--- src/rtl/bomb_game_ctrl.sv ---
// Round controller for one bomb: holds/loads the countdown timer, tracks strikes,
// applies time penalties, freezes on defuse, declares explosion and drives the beeper.
module bomb_game_ctrl #(
    parameter int clockSpeed  = 50000000,
    parameter int START_SEC   = 300,
    parameter int NUM_MODULES = 4,
    parameter int MAX_STRIKES = 3,
    parameter int PENALTY_SEC = 30,
    parameter int BEEP_CYCLES = 2500000
) (
    input  logic                   clk,
    input  logic                   reset,
    input  logic                   start,
    input  logic [NUM_MODULES-1:0] solved,
    input  logic                   strike,
    input  logic [16:0]            secLeft,
    output logic [16:0]            sec,
    output logic                   set,
    output logic                   armed,
    output logic                   exploded,
    output logic                   defused,
    output logic [1:0]             strikes,
    output logic                   beep,
    output logic [2:0]             o_dbg_state
);

    typedef enum logic [2:0] {
        S_IDLE,
        S_ARMED,
        S_PENALTY,
        S_DEFUSED,
        S_EXPLODED
    } state_t;

    // Beep counter is sized from the clock rate since a beep never lasts a full second.
    localparam int             BW        = (clockSpeed > 1) ? $clog2(clockSpeed) : 1;
    localparam logic [BW-1:0]  BEEP_LOAD = BW'(BEEP_CYCLES - 1);
    localparam logic [16:0]    START_VAL = 17'(START_SEC);
    localparam logic [16:0]    PEN_SEC   = 17'(PENALTY_SEC);
    localparam logic [2:0]     MAX_S     = 3'(MAX_STRIKES);

    state_t          r_state;
    state_t          w_next_state;
    logic [1:0]      r_strikes;
    logic [16:0]     r_pen_val;
    logic [16:0]     r_frozen;
    logic [16:0]     r_prev_sec;
    logic [BW-1:0]   r_beep_cnt;
    logic            r_beep;

    logic            w_all_solved;
    logic            w_fatal;
    logic            w_strike_inc;
    logic            w_pen_load;
    logic            w_frozen_load;
    logic [16:0]     w_pen_next;

    assign w_all_solved = &solved;
    assign w_fatal      = strike && (({1'b0, r_strikes} + 3'd1) >= MAX_S);
    assign w_pen_next   = (secLeft > PEN_SEC) ? (secLeft - PEN_SEC) : 17'd0;

    always_comb begin
        w_next_state  = r_state;
        w_strike_inc  = 1'b0;
        w_pen_load    = 1'b0;
        w_frozen_load = 1'b0;
        case (r_state)
            S_IDLE: begin
                if (start) w_next_state = S_ARMED;
            end
            S_ARMED: begin
                if (secLeft == 17'd0) begin
                    w_next_state = S_EXPLODED;
                end else if (w_fatal) begin
                    w_next_state = S_EXPLODED;
                    w_strike_inc = 1'b1;
                end else if (w_all_solved) begin
                    // A simultaneous non-fatal strike still counts but costs no time.
                    w_next_state  = S_DEFUSED;
                    w_frozen_load = 1'b1;
                    w_strike_inc  = strike;
                end else if (strike) begin
                    w_next_state = S_PENALTY;
                    w_strike_inc = 1'b1;
                    w_pen_load   = 1'b1;
                end
            end
            S_PENALTY: w_next_state = S_ARMED;
            default:   w_next_state = r_state;
        endcase
    end

    always_comb begin
        set      = 1'b1;
        sec      = 17'd0;
        armed    = 1'b0;
        exploded = 1'b0;
        defused  = 1'b0;
        case (r_state)
            S_IDLE:     sec = START_VAL;
            S_ARMED: begin
                set   = 1'b0;
                armed = 1'b1;
            end
            S_PENALTY: begin
                sec   = r_pen_val;
                armed = 1'b1;
            end
            S_DEFUSED: begin
                sec     = r_frozen;
                defused = 1'b1;
            end
            S_EXPLODED: exploded = 1'b1;
            default:    sec = 17'd0;
        endcase
    end

    always_ff @(posedge clk) begin
        if (reset) begin
            r_state    <= S_IDLE;
            r_strikes  <= 2'd0;
            r_pen_val  <= 17'd0;
            r_frozen   <= 17'd0;
            r_prev_sec <= START_VAL;
            r_beep_cnt <= '0;
            r_beep     <= 1'b0;
        end else begin
            r_state    <= w_next_state;
            r_prev_sec <= secLeft;
            if (w_strike_inc && ({1'b0, r_strikes} < MAX_S)) r_strikes <= r_strikes + 2'd1;
            if (w_pen_load)    r_pen_val <= w_pen_next;
            if (w_frozen_load) r_frozen  <= secLeft;
            // Any change of the displayed seconds while live restarts the beep.
            if (r_state == S_ARMED && secLeft != r_prev_sec) begin
                r_beep_cnt <= BEEP_LOAD;
                r_beep     <= 1'b1;
            end else if (r_state == S_ARMED || r_state == S_PENALTY) begin
                if (r_beep_cnt != '0) r_beep_cnt <= r_beep_cnt - 1'b1;
                else                  r_beep     <= 1'b0;
            end else begin
                r_beep_cnt <= '0;
                r_beep     <= 1'b0;
            end
        end
    end

    assign strikes     = r_strikes;
    assign beep        = r_beep;
    assign o_dbg_state = r_state;

endmodule

--- config.mk ---
export PLATFORM = sky130hd
export DESIGN_NAME = bomb_game_ctrl
export DESIGN_NICKNAME = d
export VERILOG_FILES = /design/src/rtl/bomb_game_ctrl.sv
export SDC_FILE = /design/constraint.sdc
export NUM_CORES = 1
export LEC_CHECK = 0
export CAP_MARGIN = 5
export CORE_MARGIN = 2
export CORE_UTILIZATION = 57
export CTS_CLUSTER_SIZE = 28
export DETAILED_ROUTE_END_ITERATION = 10
export DONT_BUFFER_PORTS = 1
export PLACE_DENSITY = 0.75
export SLEW_MARGIN = 10
export SYNTH_ARGS = -nofsm -noshare
export SYNTH_HDL_FRONTEND = slang
export SYNTH_SLANG_ARGS = --single-unit
--- constraint.sdc ---
create_clock -name clk -period 2.6 [get_ports clk]
set_input_delay 0.52 -clock clk [delete_from_list [all_inputs] [get_ports clk]]
set_output_delay 0.52 -clock clk [all_outputs]
set_load 0.05 [all_outputs]
==> results_dict.tcl <==
set metrics [dict create \
    yosysMostFrequentCell "dfxtp_1" \
    synth_area_per_cell_sq_um 9.23 \
    syn_area_sq_um 4110 \
    cts.clk_slew.worst_paths_ps 80 \
    clock_sinks 83 \
    io_pins 52 \
    die_h_um 88.9 \
    io_buffers 0 \
    postSynth.asyncResetShare_pct 0 \
    max_freq_mhz 424 \
    p_switching_mw 1.38 \
    via_count 3163 \
    yosysTopAreaCellShare_pct 40.5 \
    finalWorstSetupSlack_ps 239 \
    peakVddDrop_uv 319 \
    dpl_worst_slack_ps 100 \
    setup_viol 0 \
    wire_per_inst_um 16.0 \
    rsz0062_at_grt "no" \
    whs_ps 232 \
    h-tree-depth 3 \
    drive_gt1_share_pct 16.0 \
    cts_tree "yes" \
    die-area_sq_um 7900 \
    status "completed" \
    areaGrowthSynthToFinish_pct 10.5 \
    drtIter0Drc 131 \
    crit_type "reg -> reg" \
    seqPwrFrac_pct 40.3 \
    grt_pass1_wl_um 15200 \
    syn_nets 476 \
    pwr-share-clk_pct 24.5 \
    dp_hpwl_um 6260 \
    comb_power_share_pct 35.2 \
    synth-seq-cells 83 \
    n_fill_cell 578 \
    maxCapViolCount 0 \
    seq_area_frac_synth_pct 40.5 \
    crit_required_ps 2850 \
    hold_viol_final 0 \
    clock_path_buffers 2 \
    p_leak_nw 1.71 \
    viasPerCell 5.72 \
    layout_min_cycle_time_ps 2360 \
    drc 0 \
    core_sq_um 6870 \
    synth_area_leaders "dfxtp_1, xnor2_1, mux2i_1" \
    yosysUniqueCellTypes 51 \
    critical-path-max-stage-delay_ps 530 \
    grt_usage_pct 24.9 \
    clk_latency_ps 360 \
    ant_nets 0 \
    worst_pin_slew_ps 715 \
    ctsHoldBuffers 0 \
    slowest_stage "or3b_2" \
    p_total_mw 3.76 \
    cp-end-kind "flip-flop" \
    p_int_mw 2.38 \
    p_sw_share_pct 36.6 \
    power_density_nw_per_um2 828 \
    place_congestion 0.792 \
    finalNetCount 483 \
    cts_made_buffers 9 \
    synth_edf_count 0 \
    gr-total-overflow 0 \
    max_slew_margin_pct 52.3 \
    hp-class "in -> reg" \
    fin_crit_sh_pct 90.8 \
    antenna_found_initial 0 \
    wirelength_um 8850 \
    synth_common_cells "dfxtp_1, nor2_1, xnor2_1, mux2i_1, clkbuf_1" \
    grt_max_degree 48 \
    cp.arrival_ps 2610 \
    start_util_pct 59.8 \
    std_cell_rows 30 \
    ys_warn_count 0 \
    fin_skew_ps 10.7 \
    critPathTopFamily "simple AND/OR/NAND/NOR gates" \
    synthFlopType "dfxtp_1" \
    path_cells "inv_1 -> ha_1 -> or3b_2 -> or4_4 -> nor4_2 -> mux2i_1 -> nor2_1" \
    worst-path-buf-inv 1 \
    start_kind "flip-flop" \
    final_max_slew_viol_count 0 \
    cp_max_fo 7 \
    yosysTopAreaCell "dfxtp_1" \
    cts_root_buf "clkbuf_8" \
    synthCells 445 \
    die_w_um 88.9 \
    grt_pass1_vias 3166 \
    antennaDiodeCount 0 \
    first_pass_iters 4 \
]
-- through the flow --
| stage | util (%) | TNS (ps) | instances | instance area [sq um] |
|---|---|---|---|---|
| detailed placement | 63.2 | 0 | 537 | 4340 |
| global route | 66.1 | 0 | 553 | 4540 |
| global placement | 63.2 | 0 | 537 | 4340 |
| CTS | 66.0 | 0 | 553 | 4530 |
| floorplan | - | -114 | 445 | 4170 |
| finish | 66.1 | 0 | 553 | 4540 |
-- power by group through the flow --
stage | registers, mW | clock network (mW) | logic, mW
after global routing | 1.53 | 0.993 | 1.44
final | 1.51 | 0.919 | 1.32
after detailed placement | 1.54 | 0 | 1.30
after CTS | 1.51 | 0.933 | 1.31
after floorplan | 1.54 | 0 | 1.10
after global placement | 1.53 | 0 | 1.27
-- routing by layer --
layer | global-route usage (%) | wire, um | share of wire, % | up-vias
met5 | 0 | 0 | 0 | -
met4 | 9.37 | 130 | 1.5 | 0
met3 | 5.50 | 560 | 6.3 | 13
met2 | 39.9 | 4030 | 46 | 83
met1 | 32.7 | 4120 | 47 | 1501
li1 | - | - | - | 1566
-- worst reg2reg max path: stages, from the launching register on --
cell and delay [ps]:
dfxtp_1 350, inv_1 100, ha_1 190, or3b_2 530, or4_4 520, nor4_2 300
mux2i_1 220, nor2_1 50
-- final cells by class --
| type | count | area [sq um] | area share [%] |
|---|---|---|---|
| multi-input combinational | 320 | 2300 | 50.7 |
| clock buffer | 10 | 128 | 2.81 |
| clock inverter | 6 | 66.3 | 1.46 |
| tap | 96 | 120 | 2.65 |
| timing repair buffer | 28 | 223 | 4.91 |
| sequential | 83 | 1660 | 36.6 |
| inverter | 10 | 37.5 | 0.827 |
-- registers in the layout (all words and copies together) (netlist names) --
register	count
beep	1
r_frozen	17
r_pen_val	17
r_prev_sec	17
o_dbg_state	3
r_beep_cnt	26
strikes	2
-- kinds of logic after synthesis --
logic type | Yosys count | synth area share [%]
AO/OA/AOI/OAI | 70 | 12.1
XOR/XNOR | 54 | 11.5
flip-flops | 83 | 40.5
adder cells (fa/ha/maj) | 6 | 1.83
multiplexers | 33 | 8.08
AND/OR/NAND/NOR | 157 | 21.0
buffers and inverters | 42 | 5.00
-- cell usage in the layout (no fill, tap or decap), drive strengths merged, types with 4 or more instances in the layout --
master and instances:
buf 28, o2bb2ai 15, xor2 7, clkbuf 10
nand3 11, or3 8, mux2i 32, or4 10
nand4 4, inv 10, o21ai 21, nor4 14
a211oi 7, nand2 8, a21oi 13, nor3 12
dfxtp 83, nor2b 12, nand2b 7, nor2 58
xnor2 47, or2 5, ha 6
-- worst paths after layout --
check / from / to / slack (ps) / depth (start not counted)
setup / recovery: r_beep_cnt[0] / r_beep_cnt[24] / 240 / 7
hold / removal: reset / strikes[1] / 230 / 1
setup reg to reg: r_beep_cnt[0] / r_beep_cnt[24] / 240 / 7
hold reg to reg: r_pen_val[7] / r_pen_val[7] / 470 / 1
-- what timing repair did --
action | 4_1_cts | 5_1_grt
hold endpoints to repair | 0 | 0
buffers inserted | 0 | 0
gates resized for setup | 0 | 1
setup endpoints to repair | 0 | 1
Power figures use the tool's default switching activity.
